--- config.mk ---
export PLATFORM = sky130hd
export DESIGN_NAME = si_tag_lane_serializer
export DESIGN_NICKNAME = d
export VERILOG_FILES = /design/src/rtl/si_tag_pkg.sv /design/src/rtl/si_priority_pick.sv /design/src/rtl/si_tag_lane_serializer.sv
export SDC_FILE = /design/constraint.sdc
export NUM_CORES = 1
export LEC_CHECK = 0
export BUFFER_PORTS_ARGS = -buffer_cell sky130_fd_sc_hd__clkbuf_2
export CORE_MARGIN = 4
export CORE_UTILIZATION = 45
export DETAILED_ROUTE_END_ITERATION = 10
export PLACE_DENSITY = 0.74
export RECOVER_POWER = 50
export SETUP_SLACK_MARGIN = 0.2
export SLEW_MARGIN = 20
export SYNTH_ARGS = -nofsm -noshare
export SYNTH_HDL_FRONTEND = slang
export SYNTH_HIERARCHICAL = 1
export SYNTH_SLANG_ARGS = --single-unit
--- constraint.sdc ---
create_clock -name clk -period 10.2 [get_ports clk]
set_input_delay 2.55 -clock clk [delete_from_list [all_inputs] [get_ports clk]]
set_output_delay 2.55 -clock clk [all_outputs]
set_load 0.05 [all_outputs]
--- src/rtl/si_tag_pkg.sv ---
// Shared tag types and channel-to-enable-bit mapping for the tag lane path.
package si_tag_pkg;

  typedef logic [63:0]        tag_time_t;
  typedef logic signed [5:0]  tag_channel_t;

  localparam int TTX_CHANNEL_COUNT = 20;

  // Enable-bit lookup result; index is meaningful only when valid is set.
  typedef struct packed {
    logic       valid;
    logic [5:0] index;
  } enable_index_t;

  // Rising channel +c maps to bit c-1, falling channel -c maps to bit
  // channel_count+c-1. Channel 0 and out-of-range magnitudes are invalid.
  function automatic enable_index_t channel_to_enable_index(
    input tag_channel_t channel,
    input int           channel_count = TTX_CHANNEL_COUNT
  );
    enable_index_t result;
    int            value;
    result = '0;
    value  = int'(channel);
    if (value > 0 && value <= channel_count) begin
      result.valid = 1'b1;
      result.index = 6'(value - 1);
    end else if (value < 0 && -value <= channel_count) begin
      result.valid = 1'b1;
      result.index = 6'(channel_count - value - 1);
    end
    return result;
  endfunction

endpackage

--- src/rtl/si_priority_pick.sv ---
// Lowest-set-bit picker: index, one-hot, non-empty and exactly-one flags.
module si_priority_pick #(
  parameter  int WIDTH   = 4,
  localparam int INDEX_W = (WIDTH > 1) ? $clog2(WIDTH) : 1
) (
  input  logic [WIDTH-1:0]   mask,
  output logic [INDEX_W-1:0] index,
  output logic [WIDTH-1:0]   onehot,
  output logic               any,
  output logic               single
);

  // Scan from the top down so the lowest set bit wins.
  always_comb begin
    index  = '0;
    onehot = '0;
    for (int i = WIDTH - 1; i >= 0; i--) begin
      if (mask[i]) begin
        index     = INDEX_W'(i);
        onehot    = '0;
        onehot[i] = 1'b1;
      end
    end
  end

  assign any    = |mask;
  // Exactly one bit set: nothing remains once the lowest bit is removed.
  assign single = any & ((mask & ~onehot) == '0);

endmodule

--- src/rtl/si_tag_lane_serializer.sv ---
// Serializes filtered multi-lane tag bundles onto a single tag lane,
// lowest lane first, and counts the tags the channel filter drops.
module si_tag_lane_serializer
  import si_tag_pkg::*;
#(
  parameter int CHANNEL_COUNT   = TTX_CHANNEL_COUNT,
  parameter int NUMBER_OF_WORDS = 4
) (
  input  logic                                    clk,
  input  logic                                    rst,
  input  logic                                    s_axis_tvalid,
  output logic                                    s_axis_tready,
  input  tag_time_t    [NUMBER_OF_WORDS-1:0]      s_axis_tagtime,
  input  tag_channel_t [NUMBER_OF_WORDS-1:0]      s_axis_channel,
  input  logic         [NUMBER_OF_WORDS-1:0]      s_axis_tkeep,
  input  logic         [2*CHANNEL_COUNT-1:0]      cfg_channel_enable,
  output logic                                    m_axis_tvalid,
  input  logic                                    m_axis_tready,
  output tag_time_t                               m_axis_tagtime,
  output tag_channel_t                            m_axis_channel,
  output logic                                    m_axis_tlast,
  output logic [31:0]                             stat_filtered
);

  localparam int IDX_W = (NUMBER_OF_WORDS > 1) ? $clog2(NUMBER_OF_WORDS) : 1;

  tag_time_t                   tagtime_reg [NUMBER_OF_WORDS];
  tag_channel_t                channel_reg [NUMBER_OF_WORDS];
  logic [NUMBER_OF_WORDS-1:0]  pending_reg;
  logic [31:0]                 stat_filtered_reg;

  logic [NUMBER_OF_WORDS-1:0]  enable_mask;
  logic [NUMBER_OF_WORDS-1:0]  dropped_mask;
  logic [3:0]                  drop_count;
  logic [32:0]                 stat_sum;
  logic [IDX_W-1:0]            pick_index;
  logic [NUMBER_OF_WORDS-1:0]  pick_onehot;
  logic                        pick_any;
  logic                        pick_single;
  logic                        accept;
  logic                        grant;

  // Per-lane filter: lane present and its channel enabled in the config.
  for (genvar gi = 0; gi < NUMBER_OF_WORDS; gi++) begin : g_lane_filter
    enable_index_t lane_index;
    assign lane_index       = channel_to_enable_index(s_axis_channel[gi], CHANNEL_COUNT);
    assign enable_mask[gi]  = s_axis_tkeep[gi] & lane_index.valid
                              & cfg_channel_enable[lane_index.index];
  end

  assign dropped_mask = s_axis_tkeep & ~enable_mask;

  // Count lanes that were present but rejected by the filter.
  always_comb begin
    drop_count = '0;
    for (int i = 0; i < NUMBER_OF_WORDS; i++) begin
      drop_count = drop_count + {3'b000, dropped_mask[i]};
    end
  end

  assign stat_sum = {1'b0, stat_filtered_reg} + 33'(drop_count);

  si_priority_pick #(
    .WIDTH (NUMBER_OF_WORDS)
  ) u_pick (
    .mask   (pending_reg),
    .index  (pick_index),
    .onehot (pick_onehot),
    .any    (pick_any),
    .single (pick_single)
  );

  assign m_axis_tvalid  = pick_any;
  assign m_axis_tagtime = tagtime_reg[pick_index];
  assign m_axis_channel = channel_reg[pick_index];
  assign m_axis_tlast   = pick_single;
  assign stat_filtered  = stat_filtered_reg;

  // A new bundle may enter when empty or when the last pending tag leaves now.
  assign s_axis_tready = !rst & (!pick_any | (pick_single & m_axis_tready));
  assign accept        = s_axis_tvalid & s_axis_tready;
  assign grant         = m_axis_tvalid & m_axis_tready;

  // Pending mask and drop statistic; acceptance overrides the grant clear.
  always_ff @(posedge clk) begin
    if (rst) begin
      pending_reg       <= '0;
      stat_filtered_reg <= '0;
    end else if (accept) begin
      pending_reg       <= enable_mask;
      stat_filtered_reg <= stat_sum[32] ? 32'hFFFF_FFFF : stat_sum[31:0];
    end else if (grant) begin
      pending_reg       <= pending_reg & ~pick_onehot;
    end
  end

  // Bundle buffer captures all lanes on acceptance; contents need no reset.
  always_ff @(posedge clk) begin
    if (accept) begin
      for (int i = 0; i < NUMBER_OF_WORDS; i++) begin
        tagtime_reg[i] <= s_axis_tagtime[i];
        channel_reg[i] <= s_axis_channel[i];
      end
    end
  end

endmodule

# Word-level counts from Yosys, hierarchy flattened

Memory sizes are Yosys's and may differ from the RTL's.
Index checks and enable logic that the tools add are counted.

Multipliers: 0
Equal/unequal tests: 0
Multiplexer cells: 29
Reduce and logical (&&, ||, !) cells: 13
$lt $le $gt $ge: 20
Bitwise logic cells: 18
$add $sub $neg: 20
Shift-type cells: 0
Div/mod/pow operators: 0

Operator list:

| operator                                                                           | number |
|---|---|
| 32-bit by 6-bit less-or-equal comparator with 1-bit output (second input constant) | 4 |
| 6-bit negator with 32-bit output                                                   | 4 |
| 7-bit 2-to-1 mux                                                                   | 8 |
| 6-bit by 2-bit subtractor with 6-bit output (second input constant)                | 8 |
| 32-bit by 4-bit adder with 33-bit output                                           | 1 |
| 32-bit 2-to-1 mux                                                                  | 1 |
| 6-bit by 7-bit less-than comparator with 1-bit output (second input constant)      | 4 |
| 1-bit binary-select mux with 6-bit select                                          | 4 |
| 6-bit by 1-bit > comparator with 1-bit output (second input constant)              | 4 |
| 6-bit less-or-equal comparator (second input constant)                             | 4 |
| 6-bit by 1-bit less-than comparator with 1-bit output (second input constant)      | 4 |
| 4-bit 2-to-1 mux                                                                   | 6 |
| 6-bit subtractor (first input constant)                                            | 4 |
| 1-bit bitwise AND                                                                  | 13 |
| 4-bit bitwise AND                                                                  | 2 |
| 1-bit logical AND                                                                  | 8 |
| 2-bit 2-to-1 mux                                                                   | 4 |
| 4-bit NOT                                                                          | 2 |
| 1-bit 2-to-1 mux                                                                   | 6 |
| 3-bit by 1-bit adder with 4-bit output                                             | 1 |
| 4-bit logical NOT                                                                  | 1 |
| 4-bit OR reduction                                                                 | 1 |
| 2-bit by 1-bit adder with 3-bit output                                             | 1 |
| 1-bit by 1-bit adder with 2-bit output                                             | 1 |
| other kinds (3)                                                                    | 4 |

Memories kept: 2
Input bits: 328
Latch bits: 0
Output and inout port bits: 105
Bits in writable memories: 280
Flip-flop bits (word level): 36
ROM bits: 0

Memories:

| memory      | words | bits a word | read ports | clocked after Yosys merged registers in | wr ports | line                         | RTL |
|---|---|---|---|---|---|---|---|
| tagtime_reg | 4     | 64          | 1          | 0                                       | 4        | si_tag_lane_serializer.sv:27 | `tag_time_t tagtime_reg [NUMBER_OF_WORDS];` |
| channel_reg | 4     | 6           | 1          | 0                                       | 4        | si_tag_lane_serializer.sv:28 | `tag_channel_t channel_reg [NUMBER_OF_WORDS];` |

# Depth between registers and ports, before layout

Depth in word-level cells: 15
Gate-level depth with buffers: 29
Depth with buffers taken out: 25

# Modules after synthesis

The synthesis kept the hierarchy.

Modules (own cells, without submodules):

| module                 | cells each | seq. area each (um^2) | times used | area an instance (um^2) |
|---|---|---|---|---|
| si_tag_lane_serializer | 1136       | 9128.8                | 1          | 16024.1 |
| si_priority_pick       | 15         | 0.0                   | 1          | 87.6 |

# Worst setup path after synthesis

OpenSTA, ideal clock, no wires.

Kind: input -> register
From: input port rst
To: register stat_filtered_reg[31], in the netlist stat_filtered[31]
Path slack: 1111 ps
Path buffers: 1
Arrival: 8957 ps
Stages on the path: 11
Library setup time: 132 ps
Path through: clkbuf_8 > a21oi_1 > nand2_2 > inv_2 > nand4b_1 > nor3_1 > and4_1 > and4_1 > nor3b_1 > xnor2_1 > a21oi_1

Longest elaborated chain between the ends: 3

RTL lines:

| element                | line                         | RTL |
|---|---|---|
| start: declaration     | si_tag_lane_serializer.sv:10 | `input logic rst,` |
| 1-bit logical NOT      | si_tag_lane_serializer.sv:80 | `assign s_axis_tready = !rst & (!pick_any \| (pick_single & m_axis_tready));` |
| 1-bit bitwise AND      | si_tag_lane_serializer.sv:80 |  |
| via s_axis_tready      | si_tag_lane_serializer.sv:12 | `output logic s_axis_tready,` |
| 1-bit bitwise AND      | si_tag_lane_serializer.sv:81 | `assign accept = s_axis_tvalid & s_axis_tready;` |
| via accept             | si_tag_lane_serializer.sv:40 | `logic accept;` |
| end signal: assignment | si_tag_lane_serializer.sv:91 | `stat_filtered_reg <= stat_sum[32] ? 32'hFFFF_FFFF : stat_sum[31:0];` |
| end: declaration       | si_tag_lane_serializer.sv:30 | `logic [31:0] stat_filtered_reg;` |

The timed path passes the listed nets, and every way through them passes these cells.
A chain may end at the register's enable or synchronous reset.

# Worst setup path after layout

From: input port s_axis_channel[0] (netlist name)
To: register stat_filtered_reg[10], in the netlist stat_filtered[10]

Longest elaborated chain between the ends: 15
Elaborated cells on any way between the ends: 23
Classes of those cells: add/sub: 8; order compare: 4; mux: 5; bitwise: 4; reduce/logical: 2

RTL lines:

| element                                                    | line                         | RTL |
|---|---|---|
| start: declaration                                         | si_tag_lane_serializer.sv:14 | `input tag_channel_t [NUMBER_OF_WORDS-1:0] s_axis_channel,` |
| 6-bit negator with 32-bit output                           | si_tag_pkg.sv:28             | `end else if (value < 0 && -value <= channel_count) begin` |
| 32-bit by 6-bit less-or-equal comparator with 1-bit output | si_tag_pkg.sv:28             |  |
| 1-bit logical AND                                          | si_tag_pkg.sv:28             |  |
| 7-bit 2-to-1 mux                                           | si_tag_pkg.sv:28             |  |
| 7-bit 2-to-1 mux (*)                                       | si_tag_pkg.sv:25             | `if (value > 0 && value <= channel_count) begin` |
| 1-bit binary-select mux with 6-bit select                  | si_tag_lane_serializer.sv:48 | `& cfg_channel_enable[lane_index.index];` |
| 1-bit 2-to-1 mux (implied by the code)                     | si_tag_lane_serializer.sv:48 |  |
| 1-bit bitwise AND (*)                                      | si_tag_lane_serializer.sv:48 |  |
| 4-bit NOT (*)                                              | si_tag_lane_serializer.sv:51 | `assign dropped_mask = s_axis_tkeep & ~enable_mask;` |
| 4-bit bitwise AND (*)                                      | si_tag_lane_serializer.sv:51 |  |
| 1-bit by 1-bit adder with 2-bit output (*)                 | si_tag_lane_serializer.sv:57 | `drop_count = drop_count + {3'b000, dropped_mask[i]};` |
| 2-bit by 1-bit adder with 3-bit output (*)                 | si_tag_lane_serializer.sv:57 |  |
| 3-bit by 1-bit adder with 4-bit output (*)                 | si_tag_lane_serializer.sv:57 |  |
| 32-bit by 4-bit adder with 33-bit output (*)               | si_tag_lane_serializer.sv:61 | `assign stat_sum = {1'b0, stat_filtered_reg} + 33'(drop_count);` |
| 32-bit 2-to-1 mux (*)                                      | si_tag_lane_serializer.sv:91 |  |

Every way passes the cells marked *; elsewhere a longest branch is shown, timed or not. The select of a mux whose other input is x is not followed.

==> flow_metrics.py <==
metrics = {
    "global_routing": {
        "grt_pass1_wl_um": 68720,
        "groute.usage.overall": 0.2272,
        "grt_max_degree": 137,
        "grt_pass1_vias": 11998,
        "grt-ovfl-total": 0,
        "antenna_found_initial": 4,
    },
    "synth": {
        "seq_area_frac_synth": 0.5666,
        "synthCells": 1151,
        "synthFlopType": "edfxtp_1",
        "synth-seq-cells": 316,
        "ys_types": 113,
        "synth-edff-count": 280,
        "synth_common_cells": "edfxtp_1 (280), mux4_2 (73), a21oi_1 (63), nand2_1 (62), nor2_1 (54)",
        "synth_area_leader_cell": "edfxtp_1",
        "synth_nets": 1534,
        "synthArstFlopShare": 0,
        "yosysWarnings": 6,
        "synth_area_sq_um": 16110,
        "yosys-top-cells-area": "edfxtp_1 (52%), mux4_2 (10%), dfxtp_1 (4.5%), ha_1 (4.0%), a21oi_1 (2.0%)",
        "yosys.area.top_type_share": 0.5219,
        "syn_area_per_cell_sq_um": 14.00,
        "yosysMostFrequentCell": "edfxtp_1",
    },
    "clock_tree": {
        "postCtsHoldBufs": 0,
        "htreeDepth": 2,
        "cts_buffers": 34,
        "root_buffer": "clkbuf_16",
        "cts.sinks": 316,
        "insertion_delay_ps": 520,
        "path_clk_slew_ps": 60,
        "cts_tree": "built",
        "postCtsSetupBuffers": 0,
        "cts-resized-gates": 0,
        "clock_path_buffers": 3,
    },
    "detailed_routing": {
        "wl_per_cell_um": 22.49,
        "dr_total_vias": 11858,
        "drtIter0Drc": 701,
        "ant_nets": 0,
        "drt_first_pass_iters": 5,
        "wirelength_um": 46400,
        "drc": 0,
        "vias_per_cell": 5.748,
    },
    "floorplan": {
        "io_pins": 433,
        "die_h_um": 197.2,
        "dieArea_sq_um": 38900,
        "die_w_um": 197.2,
        "core_sq_um": 35480,
        "rows": 69,
        "start_util": 0.4541,
    },
    "finish": {
        "fin_cells": 2063,
        "syn_to_final_growth_pct": 21.83,
        "nets": 1962,
        "utilization": 0.5532,
        "layout-drive-gt1-share": 0.3504,
        "largest_reg_flops": 256,
    },
    "sta": {
        "fin_setup_tns_ps": 0,
        "period_share": 0.9295,
        "relSlewSlack": 0.3049,
        "finClkSkew_ps": 19.26,
        "fmax_ghz": 0.1055,
        "max_slew.worst_pin.slew_ps": 1043,
        "slew_violations": 0,
        "finalSetupViolations": 0,
        "rsz0062_at_grt": "false",
        "period_needed_ps": 9480,
        "hold_violations": 0,
    },
    "placed_design": {
        "place_congestion": 0.9508,
        "portBuffers": 432,
        "dpl.hpwl_um": 34910,
        "post-place-cells": 2004,
    },
    "setup_path": {
        "cp_max_fo": 29,
        "slowest_stage": "or3_1",
        "worst_setup_path_end_kind": "register",
        "reg2reg_depth": 12,
        "critical_path.top_delay_family": "simple AND/OR/NAND/NOR gates",
        "path_depth": 25,
        "crit_path_frequent_cell": "fa_1",
        "critPathBufInv": 4,
        "cp-start-kind": "input port",
        "crit_path_max_incr_delay_ps": 780,
        "critPathKind": "in -> reg",
        "required_ps": 10620,
        "cp.arrival_ps": 9900,
    },
    "power_and_ir_drop": {
        "pwr_density_cell_nw_per_um2": 169.6,
        "leakagePower_uw": 0.007294,
        "irDropWorstVdd_uv": 147.6,
    },
    "worst_hold_path": {
        "min_path_cells": 2,
        "hold_class": "reg -> reg",
    },
    "run_status": {
        "outcome": "finished, final reports clean",
    },
    "flow_run": {
        "max-cap-violations": 0,
    },
}
## worst paths after layout
kind,slack (ps),from,to
setup / recovery,720,s_axis_channel[0],stat_filtered[10]$_SDFFE_PP0P_
hold / removal,540,stat_filtered[0]$_SDFFE_PP0P_,stat_filtered[0]$_SDFFE_PP0P_
setup reg to reg,5760,pending_reg[0]$_SDFFE_PP0P_,stat_filtered[10]$_SDFFE_PP0P_
hold reg to reg,540,stat_filtered[0]$_SDFFE_PP0P_,stat_filtered[0]$_SDFFE_PP0P_
## metrics by stage
stage | area [sq um] | worst slack [ps] | power [uW] | hold WS, ps
after floorplan | 16110 | 1111 | 2012 | 511.7
after global placement | 18680 | 516.9 | 2200 | 523.8
after detailed placement | 18680 | 280.7 | 2214 | 533.5
after global routing | 19630 | 116.8 | 3464 | 582.5
final | 19630 | 719.6 | 3328 | 537.4
after CTS | 19700 | 822.9 | 3364 | 539.9
## report_power, final
| group | internal [uW] | total (uW) | switching, uW | leakage (uW) |
|---|---|---|---|---|
| clock network | 661 | 1140 | 484 | 0.000489 |
| registers | 1500 | 1520 | 23.0 | 0.00291 |
| logic | 222 | 661 | 439 | 0.00390 |
| total | 2380 | 3330 | 946 | 0.00729 |
## kinds of logic (layout without fill, tap and decap cells)
group,Yosys count,after routing,share of synthesized area
adders and majority gates,55,55,0.04411
muxes,114,114,0.1286
AOI/OAI and AO/OA,228,228,0.1059
buffers and inverters,97,544,0.02772
and+or+nand+nor,304,304,0.1054
other,0,4,0
xor gates and xnor gates,37,37,0.02174
DFF,316,316,0.5666
## layer usage
metal,track usage,part of all wire
met5,0,0
met1,0.2785,0.37
met3,0.05458,0.087
met2,0.3922,0.51
met4,0.08398,0.032
## worst register-to-register path, cell delays in order, from the launching register on
cell and delay, ps:
dfxtp_1 410, nor4b_1 340, a221o_1 180, nand2_1 60, a21oi_1 180, nand2_1 360, inv_8 750, nand4_4 240
nor3_2 280, and4_1 260, nand4_1 210, or3_1 780, a21oi_1 300
## layout by cell type (no fill, tap or decap), types with 5 or more instances in the layout
| cell | synthesis | layout |
|---|---|---|
| a211oi_1 | 7 | 7 |
| a21oi_1 | 63 | 62 |
| a22oi_1 | 8 | 8 |
| a31oi_1 | 12 | 12 |
| and2_1 | 12 | 12 |
| and3_1 | 9 | 9 |
| and4_1 | 5 | 5 |
| buf_4 | 1 | 7 |
| clkbuf_1 | 23 | 70 |
| clkbuf_16 | 0 | 34 |
| clkbuf_2 | 0 | 369 |
| clkinv_1 | 1 | 7 |
| dfxtp_1 | 36 | 36 |
| edfxtp_1 | 280 | 280 |
| ha_1 | 52 | 52 |
| inv_1 | 43 | 43 |
| mux2_2 | 11 | 11 |
| mux2i_1 | 29 | 29 |
| mux4_2 | 73 | 73 |
| nand2_1 | 62 | 63 |
| nand2b_1 | 8 | 8 |
| nand3_1 | 45 | 45 |
| nand4_1 | 16 | 16 |
| nand4b_1 | 5 | 5 |
| nor2_1 | 54 | 54 |
| nor2b_1 | 10 | 10 |
| nor3_1 | 19 | 18 |
| nor4_1 | 5 | 5 |
| o211ai_1 | 12 | 12 |
| o21a_1 | 6 | 6 |
| o21ai_0 | 27 | 27 |
| o22ai_1 | 14 | 14 |
| or2_2 | 5 | 5 |
| or3_1 | 7 | 7 |
| or4_1 | 5 | 5 |
| xnor2_1 | 22 | 22 |
| xor2_1 | 13 | 13 |
## cell type report
| cell class | count | area (sq um) |
|---|---|---|
| Antenna cell | 4 | 10.01 |
| Clock buffer | 38 | 865.8 |
| Clock inverter | 17 | 151.4 |
| Fill cell | 3005 | 15850 |
| Inverter | 46 | 180.2 |
| Multi-Input combinational cell | 738 | 6558 |
| Sequential cell | 316 | 9129 |
| Tap cell | 461 | 576.8 |
| Timing Repair Buffer | 443 | 2158 |
Power figures use the tool's default switching activity.
